`src/rtl/muldiv_unit_pkg.sv`:
```
// muldiv_unit_pkg: op and FSM state encodings shared by the multiply/divide unit.
package muldiv_unit_pkg;
   localparam logic [1:0] OP_MULT  = 2'b00;
   localparam logic [1:0] OP_MULTU = 2'b01;
   localparam logic [1:0] OP_DIV   = 2'b10;
   localparam logic [1:0] OP_DIVU  = 2'b11;
   typedef enum logic [1:0] {ST_IDLE = 2'b00, ST_BUSY = 2'b01, ST_DONE = 2'b10} state_t;
endpackage

```
`src/rtl/muldiv_unit_iter_core.sv`:
```
// muldiv_unit_iter_core: one radix-2 shift-add / restoring shift-subtract step per cycle on unsigned magnitudes.
module muldiv_unit_iter_core #(
   parameter int WIDTH = 32
) (
   input  logic             clk,
   input  logic             rst,
   input  logic             load,
   input  logic             step,
   input  logic             is_div,
   input  logic [WIDTH-1:0] a,
   input  logic [WIDTH-1:0] b,
   output logic [WIDTH-1:0] nxt_hi,
   output logic [WIDTH-1:0] nxt_lo
);
   logic [WIDTH-1:0] rem, quo, dvs;
   logic             div_q, ge;
   logic [WIDTH:0]   sh, add;
   // rem doubles as the product high half; quo holds the dividend/multiplier and collects result bits
   assign sh     = {rem, quo[WIDTH-1]};
   assign ge     = sh >= {1'b0, dvs};
   assign add    = {1'b0, rem} + {1'b0, quo[0] ? dvs : '0};
   assign nxt_hi = div_q ? (ge ? sh[WIDTH-1:0] - dvs : sh[WIDTH-1:0]) : add[WIDTH:1];
   assign nxt_lo = div_q ? {quo[WIDTH-2:0], ge} : {add[0], quo[WIDTH-1:1]};
   always_ff @(posedge clk or negedge rst) begin
      if (!rst) begin
         rem   <= '0;
         quo   <= '0;
         dvs   <= '0;
         div_q <= 1'b0;
      end else if (load) begin
         rem   <= '0;
         quo   <= a;
         dvs   <= b;
         div_q <= is_div;
      end else if (step) begin
         rem <= nxt_hi;
         quo <= nxt_lo;
      end
   end
endmodule

```
`src/rtl/muldiv_unit.sv`:
```
// muldiv_unit: multi-cycle EX-stage multiply/divide with stall request, hold and flush.
// Optional single-cycle multiplier when MULDIV_FAST_MUL_EN is defined.
module muldiv_unit
   import muldiv_unit_pkg::*;
#(
   parameter int WIDTH = 32,
   parameter int CNT_W = 6
) (
   input  logic             clk,
   input  logic             rst,
   input  logic             en,
   input  logic [1:0]       op,
   input  logic [WIDTH-1:0] operand_a,
   input  logic [WIDTH-1:0] operand_b,
   input  logic             hold,
   input  logic             flush,
   output logic             stall_request,
   output logic             done,
   output logic [WIDTH-1:0] result_hi,
   output logic [WIDTH-1:0] result_lo
);
   state_t               state, state_nxt;
   logic [CNT_W-1:0]     cnt;
   logic                 div_q, neg_lo, neg_hi;
   logic                 is_div, is_signed, sa, sb, load, step, last, fast;
   logic [WIDTH-1:0]     abs_a, abs_b, core_hi, core_lo, fix_hi, fix_lo;
   logic [2*WIDTH-1:0]   prod, res_nxt;
   assign is_div        = op == OP_DIV || op == OP_DIVU;
   assign is_signed     = op == OP_MULT || op == OP_DIV;
   assign sa            = is_signed && operand_a[WIDTH-1];
   assign sb            = is_signed && operand_b[WIDTH-1];
   assign abs_a         = sa ? -operand_a : operand_a;
   assign abs_b         = sb ? -operand_b : operand_b;
   assign load          = state == ST_IDLE && en && !flush;
   assign step          = state == ST_BUSY && !flush;
   assign last          = step && cnt == CNT_W'(WIDTH - 1);
   assign stall_request = en && state != ST_DONE && !flush;
   assign done          = state == ST_DONE;
   assign prod          = neg_lo ? -{core_hi, core_lo} : {core_hi, core_lo};
   assign fix_hi        = div_q ? (neg_hi ? -core_hi : core_hi) : prod[2*WIDTH-1:WIDTH];
   assign fix_lo        = div_q ? (neg_lo ? -core_lo : core_lo) : prod[WIDTH-1:0];
`ifdef MULDIV_FAST_MUL_EN
   logic [2*WIDTH-1:0] ext_a, ext_b;
   assign ext_a   = {{WIDTH{sa}}, operand_a};
   assign ext_b   = {{WIDTH{sb}}, operand_b};
   assign fast    = load && !is_div;
   assign res_nxt = fast ? ext_a * ext_b : {fix_hi, fix_lo};
`else
   assign fast    = 1'b0;
   assign res_nxt = {fix_hi, fix_lo};
`endif
   muldiv_unit_iter_core #(.WIDTH(WIDTH)) u_core (
      .clk    (clk),
      .rst    (rst),
      .load   (load),
      .step   (step),
      .is_div (is_div),
      .a      (abs_a),
      .b      (abs_b),
      .nxt_hi (core_hi),
      .nxt_lo (core_lo)
   );
   always_comb begin
      state_nxt = state;
      state_nxt = flush ? ST_IDLE :
                  state == ST_IDLE ? (en ? (fast ? ST_DONE : ST_BUSY) : ST_IDLE) :
                  state == ST_BUSY ? (last ? ST_DONE : ST_BUSY) :
                  (hold ? ST_DONE : ST_IDLE);
   end
   always_ff @(posedge clk or negedge rst) begin
      if (!rst) state <= ST_IDLE;
      else state <= state_nxt;
   end
   // divide by zero keeps an all-ones quotient regardless of dividend sign
   always_ff @(posedge clk or negedge rst) begin
      if (!rst) begin
         cnt       <= '0;
         div_q     <= 1'b0;
         neg_lo    <= 1'b0;
         neg_hi    <= 1'b0;
         result_hi <= '0;
         result_lo <= '0;
      end else begin
         if (load) begin
            cnt    <= '0;
            div_q  <= is_div;
            neg_lo <= (sa ^ sb) && !(is_div && operand_b == '0);
            neg_hi <= sa;
         end else if (step) begin
            cnt <= cnt + CNT_W'(1);
         end
         if (fast || last) {result_hi, result_lo} <= res_nxt;
      end
   end
endmodule

```
`config.mk`:
```
export PLATFORM = sky130hd
export DESIGN_NAME = muldiv_unit
export DESIGN_NICKNAME = d
export VERILOG_FILES = /design/src/rtl/muldiv_unit_pkg.sv /design/src/rtl/muldiv_unit_iter_core.sv /design/src/rtl/muldiv_unit.sv
export SDC_FILE = /design/constraint.sdc
export NUM_CORES = 1
export LEC_CHECK = 0
export BUFFER_PORTS_ARGS = -buffer_cell sky130_fd_sc_hd__buf_2
export CAP_MARGIN = 25
export CORE_ASPECT_RATIO = 0.9
export CORE_UTILIZATION = 50
export CTS_CLUSTER_SIZE = 12
export DETAILED_ROUTE_END_ITERATION = 10
export GPL_TIMING_DRIVEN = 0
export PLACE_DENSITY = 0.74
export SYNTH_ARGS = -nofsm -noshare
export SYNTH_HDL_FRONTEND = slang
export SYNTH_HIERARCHICAL = 1
export SYNTH_SLANG_ARGS = --single-unit
```
`constraint.sdc`:
```
create_clock -name clk -period 4.62 [get_ports clk]
set_input_delay 0.462 -clock clk [delete_from_list [all_inputs] [get_ports clk]]
set_output_delay 0.462 -clock clk [all_outputs]
set_load 0.005 [all_outputs]
```
==> impl_metrics.yaml, run 1 <==
sta:
  worstMarginPinSlew_ns: 1.13
  maxSlewViolCount: 0
  final.setup.tns_ns: -3.52
  fin_crit_sh_pct: 111
  fin_crit_ns: 5.11
  relSlewSlack_pct: 24.6
  postLayoutSetupSlackWorst_ns: -0.486
  finalSetupViolCount: 13
  fin_skew_ns: 0.0164
  rsz0062_at_grt: "true"
  fmax_mhz: 196
  final_hold_viol_count: 0
  hold_ws_ns: 0.172
cells_and_area:
  fin_nets: 2179
  multiInputGateArea_mm2: 0.0103
  drive_gt1_share_pct: 18.7
  nFillCells: 2552
  area_growth_pct: 19.8
  num_antenna_cells: 0
  regArea_mm2: 0.00432
route:
  viasPerCell: 6.13
  wire_per_inst_um: 20.5
  drt_iter0_markers: 1362
  wl_um: 49400
  firstDrtPassIters: 6
  dr_total_vias: 14800
  drtAntennaViolNets: 0
  drcViolationCount: 0
worst_hold_path:
  hold_start: "flush"
  hold_class: "in2reg"
logic_synthesis:
  async_reset_ff_share_pct: 100
  synth_area_per_cell_um2: 7.89
  synthFlopType: "dfrtp_1"
  synth_warnings: 6
  synth.distinct_cells: 74
  seq_area_frac_synth_pct: 29.6
  synth_edf_count: 0
  synthesis.area_mm2: 0.0145
  syn_nets: 1982
  synth-seq-cells: 172
  syn-instance-count: 1840
pwr:
  p_sw_uw: 4880
  pwr-share-seq_pct: 21.4
  switching_share_pct: 49.6
  ir_drop_mv: 0.352
  p_int_uw: 4960
  p_leak_uw: 0.00765
  power_frac_clock_pct: 15.6
  comb_power_share_pct: 63.0
  power_density_mw_per_mm2: 565
global_routing:
  grt_first_pass_wirelength_um: 76100
  antenna_found_initial: 0
  grt_overflow: 0
  grt_max_degree: 96
  grt_util_all_layers_pct: 33.1
  first_global_vias: 13600
die:
  rows: 58
  dieArea_mm2: 0.0297
  start_util_pct: 51.4
  ioPinCount: 137
  coreArea_mm2: 0.0282
  die_y_um: 164
  dieWidth_um: 182
clocking:
  clk_pin_slew_ns: 0.08
  cts_root_buf: "clkbuf_16"
  cts_inserted_buffers: 17
  ctsHtreeMaxLevel: 4
  tritoncts: "done"
  cts_sinks: 172
  clk_latency_ns: 0.46
  clockBufferDepth: 2
run:
  cap_violations: 0
worst_setup_path:
  worstPathArrival_ns: 5.44
  start_kind: "flop"
  timing.rr.start: "u_core/quo[0]"
  crit_family: "compound AO/OA/AOI/OAI gates"
  critical_path_buf_inv_count: 2
  critical_path_required_ns: 4.95
  crit_top_cell: "or3_4"
  crit_path_max_incr_delay_ns: 0.49
  cp_slowest_cell: "dfrtp_2"
  path_cells: "buf_8 > and2_4 > ha_4 > fa_2 > a211o_4 > a211oi_4 > buf_4 > o21bai_4 > a211o_1 > nand4_1 > mux2_4 > a21oi_4 > o311ai_4 > or3_4 > or3_4 > nor3_4 > or3b_4 > o31ai_2 > a21oi_2"
  critPathMaxFanout: 4
  critPathLaunch: "u_core/quo[0]"
  endpoint_kind: "flop"
  crit_type: "reg2reg"
placement:
  gp_congestion: 0.975
  dp_hpwl_um: 38200
  place.port_buffers: 136
outcome:
  outcome: "finished, violations left"
  violations: "negative setup slack"
[registers in the layout, summed over array words and instances, names as in the netlist]
signal        flops
u_core/quo       32
u_core/rem       32
neg_lo            1
u_core/div_q      1
result_lo        32
neg_hi            1
result_hi        32
div_q             1
u_core/dvs       32
state             2
cnt               6
[cells in the final DEF, fill, tap and decap left out, types with 66 or more instances in the layout]
cell type / instances
nand2_1: 269
o21ai_0: 179
dfrtp_1: 162
buf_2: 140
nor2_1: 130
a21oi_1: 94
xor2_1: 90
xnor2_1: 79
clkbuf_1: 75
inv_1: 66
[through the flow]
stage | instance area (um2) | cells | util [%] | power (uW) | setup WS (ns)
floorplan | 14600 | 1840 | - | 5790 | 0.0234
global placement | 15700 | 2336 | 55.6 | 7220 | -1.35
detailed placement | 15800 | 2339 | 55.8 | 7310 | -1.37
CTS | 17000 | 2403 | 60.4 | 9380 | -0.428
global route | 17400 | 2410 | 61.6 | 10400 | -0.569
finish | 17400 | 2410 | 61.6 | 9840 | -0.486
[kinds of logic after synthesis]
| group | Yosys count | synth area share (%) |
|---|---|---|
| AND/OR/NAND/NOR | 663 | 21.7 |
| multiplexers | 80 | 5.80 |
| XOR/XNOR | 172 | 10.4 |
| flip-flops | 172 | 29.6 |
| AO/OA/AOI/OAI | 521 | 22.0 |
| adder cells (fa/ha/maj) | 71 | 6.22 |
| buffers and inverters | 161 | 4.36 |
[cell usage after synthesis (all sizes together), types with 13 or more instances]
| library cell | number | area [um2] |
|---|---|---|
| mux2i | 47 | 470 |
| a31oi | 36 | 225 |
| ha | 69 | 863 |
| o31ai | 30 | 225 |
| dfrtp | 172 | 4300 |
| clkbuf | 82 | 308 |
| nand4 | 21 | 131 |
| nor4 | 20 | 125 |
| inv | 66 | 248 |
| o21a | 32 | 240 |
| or3 | 13 | 81.3 |
| nor3 | 38 | 190 |
| and2 | 43 | 269 |
| nand2 | 269 | 1010 |
| nor2 | 137 | 517 |
| mux2 | 33 | 372 |
| a21oi | 108 | 548 |
| nand3 | 25 | 125 |
| nand2b | 13 | 81.3 |
| xor2 | 91 | 797 |
| a21o | 27 | 203 |
| and3 | 27 | 169 |
| or4 | 18 | 146 |
| o21ai | 199 | 996 |
| xnor2 | 81 | 709 |
[worst register-to-register path, stage by stage (launching register included)]
cell,delay (ns)
dfrtp_2,0.49
buf_8,0.16
and2_4,0.15
ha_4,0.16
fa_2,0.36
a211o_4,0.36
a211oi_4,0.29
buf_4,0.18
o21bai_4,0.07
a211o_1,0.31
nand4_1,0.18
mux2_4,0.34
a21oi_4,0.19
o311ai_4,0.16
or3_4,0.36
or3_4,0.37
nor3_4,0.14
or3b_4,0.42
o31ai_2,0.23
a21oi_2,0.08
[layout make-up]
type                            instances  share of cell area (%)
Sequential cell                       172                    24.8
Clock buffer                           18                    2.47
Inverter                               67                    1.45
Timing Repair Buffer                  183                    6.16
Clock inverter                         14                    1.04
Multi-Input combinational cell       1507                    59.2
Buffer                                 89                    2.25
Tap cell                              360                    2.59
[power groups by stage]
stage               clock, uW  combinational [uW]  sequential (uW)
floorplan                   0                3830             1950
global placement            0                5140             2080
detailed placement          0                5220             2080
CTS                      1540                5770             2070
global route             1600                6640             2130
finish                   1540                6200             2100
[path summary, 6_finish.rpt]
path,to,slack [ns],depth (start not counted)
max in group asynchronous,u_core/dvs[27],3.18,3
min reg2reg,result_lo[28],0.47,2
max reg2reg,result_hi[31],-0.49,19
max,result_hi[31],-0.49,19
min in group asynchronous,result_hi[4],0.56,2
min,state[1],0.17,2
[metal layers]
layer,vias to the layer above,routed length [um],global-route usage (%),part of all wire (%)
met5,-,0,0,0
met4,0,962,8.20,1.9
met3,73,3840,4.99,7.8
met2,642,22100,52.7,45
met1,7094,22500,47.1,46
li1,6973,-,-,-
[repair_timing]
action,CTS,global route
endpoints found under the hold margin,4,0
pin swaps,34,46
gates resized for setup,95,69
hold buffers,1,0
setup endpoints to repair,38,31
setup buffers,31,12
No activity file was read; power rests on OpenSTA's default activity.
==> inputs of run 2 (changes only) <==
--- a/config.mk
+++ b/config.mk
@@ -5,14 +5,17 @@
 export SDC_FILE = /design/constraint.sdc
 export NUM_CORES = 1
 export LEC_CHECK = 0
+export ABC_AREA = 1
 export BUFFER_PORTS_ARGS = -buffer_cell sky130_fd_sc_hd__buf_2
 export CAP_MARGIN = 25
+export CELL_PAD_IN_SITES_DETAIL_PLACEMENT = 1
+export CELL_PAD_IN_SITES_GLOBAL_PLACEMENT = 1
 export CORE_ASPECT_RATIO = 0.9
-export CORE_UTILIZATION = 50
-export CTS_CLUSTER_SIZE = 12
+export CORE_UTILIZATION = 39
+export CTS_CLUSTER_SIZE = 8
 export DETAILED_ROUTE_END_ITERATION = 10
 export GPL_TIMING_DRIVEN = 0
-export PLACE_DENSITY = 0.74
+export PLACE_DENSITY = 0.8
 export SYNTH_ARGS = -nofsm -noshare
 export SYNTH_HDL_FRONTEND = slang
 export SYNTH_HIERARCHICAL = 1
==> impl_metrics.yaml, run 2 <==
sta:
  fin_crit_ns: 4.41
  hold_ws_ns: 0.184
  relSlewSlack_pct: 28.5
  finalSetupViolCount: 0
  fin_skew_ns: 0.0221
  fin_crit_sh_pct: 95.4
  postLayoutSetupSlackWorst_ns: 0.214
  rsz0062_at_grt: "false"
  final_hold_viol_count: 0
  worstMarginPinSlew_ns: 1.07
  maxSlewViolCount: 0
  fmax_mhz: 227
  final.setup.tns_ns: 0
clocking:
  cts_sinks: 172
  cts_root_buf: "clkbuf_16"
  ctsHtreeMaxLevel: 4
  clk_pin_slew_ns: 0.08
  clockBufferDepth: 2
  cts_inserted_buffers: 17
  tritoncts: "done"
  clk_latency_ns: 0.51
logic_synthesis:
  seq_area_frac_synth_pct: 25.2
  synthFlopType: "dfrtp_1"
  syn_nets: 2998
  ys_top_cells_by_count: "nand2_1 (1014), inv_1 (382), nor2_1 (274)"
  synthTopCellsByArea: "dfrtp_1 (25%), nand2_1 (22%), inv_1 (8.4%)"
  syn-instance-count: 2856
  synthesis.area_mm2: 0.0171
  async_reset_ff_share_pct: 100
  synth_top_area_cell: "dfrtp_1"
  synth_edf_count: 0
  synth-seq-cells: 172
  synth_area_per_cell_um2: 5.98
  synth_warnings: 6
  synth.distinct_cells: 48
  synth_top_area_share_pct: 25.2
  yosysMostFrequentCell: "nand2_1"
die:
  start_util_pct: 39.7
  ioPinCount: 137
  rows: 72
  dieArea_mm2: 0.0446
  dieWidth_um: 223
  coreArea_mm2: 0.0431
  die_y_um: 201
worst_setup_path:
  worstPathArrival_ns: 4.79
  ff2ff_path_depth: 23
  reg2reg_slack_ns: 0.21
  crit_family: "simple AND/OR/NAND/NOR gates"
  critical_path_buf_inv_count: 4
  path_cells: "inv_1 > ha_1 > nand2_1 > nor2_2 > nand2_1 > nor2_1 > nand2_1 > nand2_1 > nor2_4 > buf_4 > nand4_1 > nand3_2 > clkinvlp_4 > buf_4 > nand3_1 > nor2_1 > nand2_1 > o21ai_0 > nand3_1 > nand2_1 > nand2_1 > nand3_1 > nand2_1"
  crit_top_cell: "nand2_1"
  start_kind: "flop"
  crit_type: "reg2reg"
  r2r-end: "result_hi[17]"
  timing.rr.start: "u_core/dvs[11]"
  endpoint_kind: "flop"
  critPathLaunch: "u_core/dvs[11]"
  critPathMaxFanout: 10
  cp_slowest_cell: "dfrtp_1"
  critical_path_required_ns: 5.00
  crit_path_max_incr_delay_ns: 0.48
cells_and_area:
  final_common_cell: "nand2_1"
  area_growth_pct: 13.2
  post-route-util_pct: 44.9
  layout_common_cells: "nand2_1 (1012), inv_1 (381), nand3_1 (253), nor2_1 (253), dfrtp_1 (171)"
  instances_no_fill: 3583
  fin_nets: 3157
  num_antenna_cells: 0
  drive_gt1_share_pct: 10.0
placement:
  gp_congestion: 0.954
  place.port_buffers: 136
  dp_hpwl_um: 63700
  dp_cells: 3548
  place_ws_ns: -0.566
global_routing:
  grt_max_degree: 91
  first_global_vias: 19700
  grt_overflow: 0
  antenna_found_initial: 0
  grt_util_all_layers_pct: 34.4
  grt_first_pass_wirelength_um: 117000
worst_hold_path:
  hold_end: "state[1]"
  min_path_cells: 2
  hold_class: "in2reg"
  hold_start: "flush"
route:
  firstDrtPassIters: 5
  wire_per_inst_um: 21.1
  drt_iter0_markers: 1248
  viasPerCell: 5.42
  drcViolationCount: 0
  drtAntennaViolNets: 0
  dr_total_vias: 19400
  wl_um: 75600
pwr:
  ir_drop_mv: 0.359
  p_leak_uw: 0.0101
  power_density_mw_per_mm2: 639
run:
  cap_violations: 0
outcome:
  outcome: "completed"
## run 2: changes by cell type in the layout (fill, tap and decap cells not counted), moves of 30 or more
cell | before | now
nand3_1 | 20 | 253
mux2i_1 | 44 | 0
inv_1 | 66 | 381
xnor2_1 | 79 | 32
nor2_1 | 130 | 253
buf_4 | 41 | 5
mux2_2 | 32 | 1
nand2_1 | 269 | 1012
o21ai_0 | 179 | 149
## run 2: layout make-up
| class | instances | area (um2) |
|---|---|---|
| repair buffers | 141 | 751 |
| fillers | 6041 | 23700 |
| inverters | 391 | 1470 |
| multi-input cells | 2213 | 11100 |
| well taps | 555 | 694 |
| clock buffers | 17 | 425 |
| flip-flops and latches | 172 | 4310 |
| clock inverters | 15 | 211 |
| plain buffers | 79 | 384 |
## run 2: cell families after synthesis
kind of cell / synth area share, %
compound gates: 10.5
simple gates: 42.3
buf+inv: 10.8
xor+xnor: 5.79
flops: 25.2
mux: 0.0659
fa+ha+maj: 5.29
## run 2: timing repair
| item | CTS | global route |
|---|---|---|
| setup buffers | 0 | 3 |
| endpoints found under the hold margin | 82 | 0 |
| pin swaps | 0 | 1 |
| resized for setup | 13 | 47 |
| setup endpoints to repair | 24 | 26 |
| hold buffers | 1 | 0 |
## run 2: layer usage
metal	share of wire, %	up-vias	global-route usage, %	routed length [um]
met3	6.3	71	5.25	4780
met2	43	572	52.8	32400
met5	0	-	0	0
met4	1.9	0	8.23	1420
met1	49	9426	50.3	37000
li1	-	9348	-	-
## run 2: worst max-delay path by stage
stage / depth (start not counted) / to
5_1_grt: 23 / result_hi[21]
4_1_cts: 30 / result_hi[27]
3_5_place_dp: 28 / result_hi[27]
6_report: 23 / result_hi[17]
2_1_floorplan: 27 / result_hi[22]
3_3_place_gp: 28 / result_hi[27]
## run 2: per-stage QoR
| step | power (uW) | instance area [um2] |
|---|---|---|
| 6_report | 12300 | 19300 |
| 5_1_grt | 13200 | 19300 |
| 2_1_floorplan | 7430 | 17100 |
| 3_5_place_dp | 10300 | 18500 |
| 3_3_place_gp | 10100 | 18500 |
| 4_1_cts | 12000 | 19200 |
## run 2: where the power goes
part	internal [uW]	switching (uW)
clock	839	792
sequential	1820	512
combinational	2480	5900
total	5140	7210
## run 2: worst reg2reg max path, cell delays in order (launching register included)
cell	delay [ns]
dfrtp_1	0.48
inv_1	0.11
ha_1	0.41
nand2_1	0.14
nor2_2	0.22
nand2_1	0.12
nor2_1	0.23
nand2_1	0.12
nand2_1	0.11
nor2_4	0.09
buf_4	0.20
nand4_1	0.12
nand3_2	0.23
clkinvlp_4	0.19
buf_4	0.13
nand3_1	0.11
nor2_1	0.20
nand2_1	0.09
o21ai_0	0.44
nand3_1	0.20
nand2_1	0.11
nand2_1	0.06
nand3_1	0.12
nand2_1	0.06
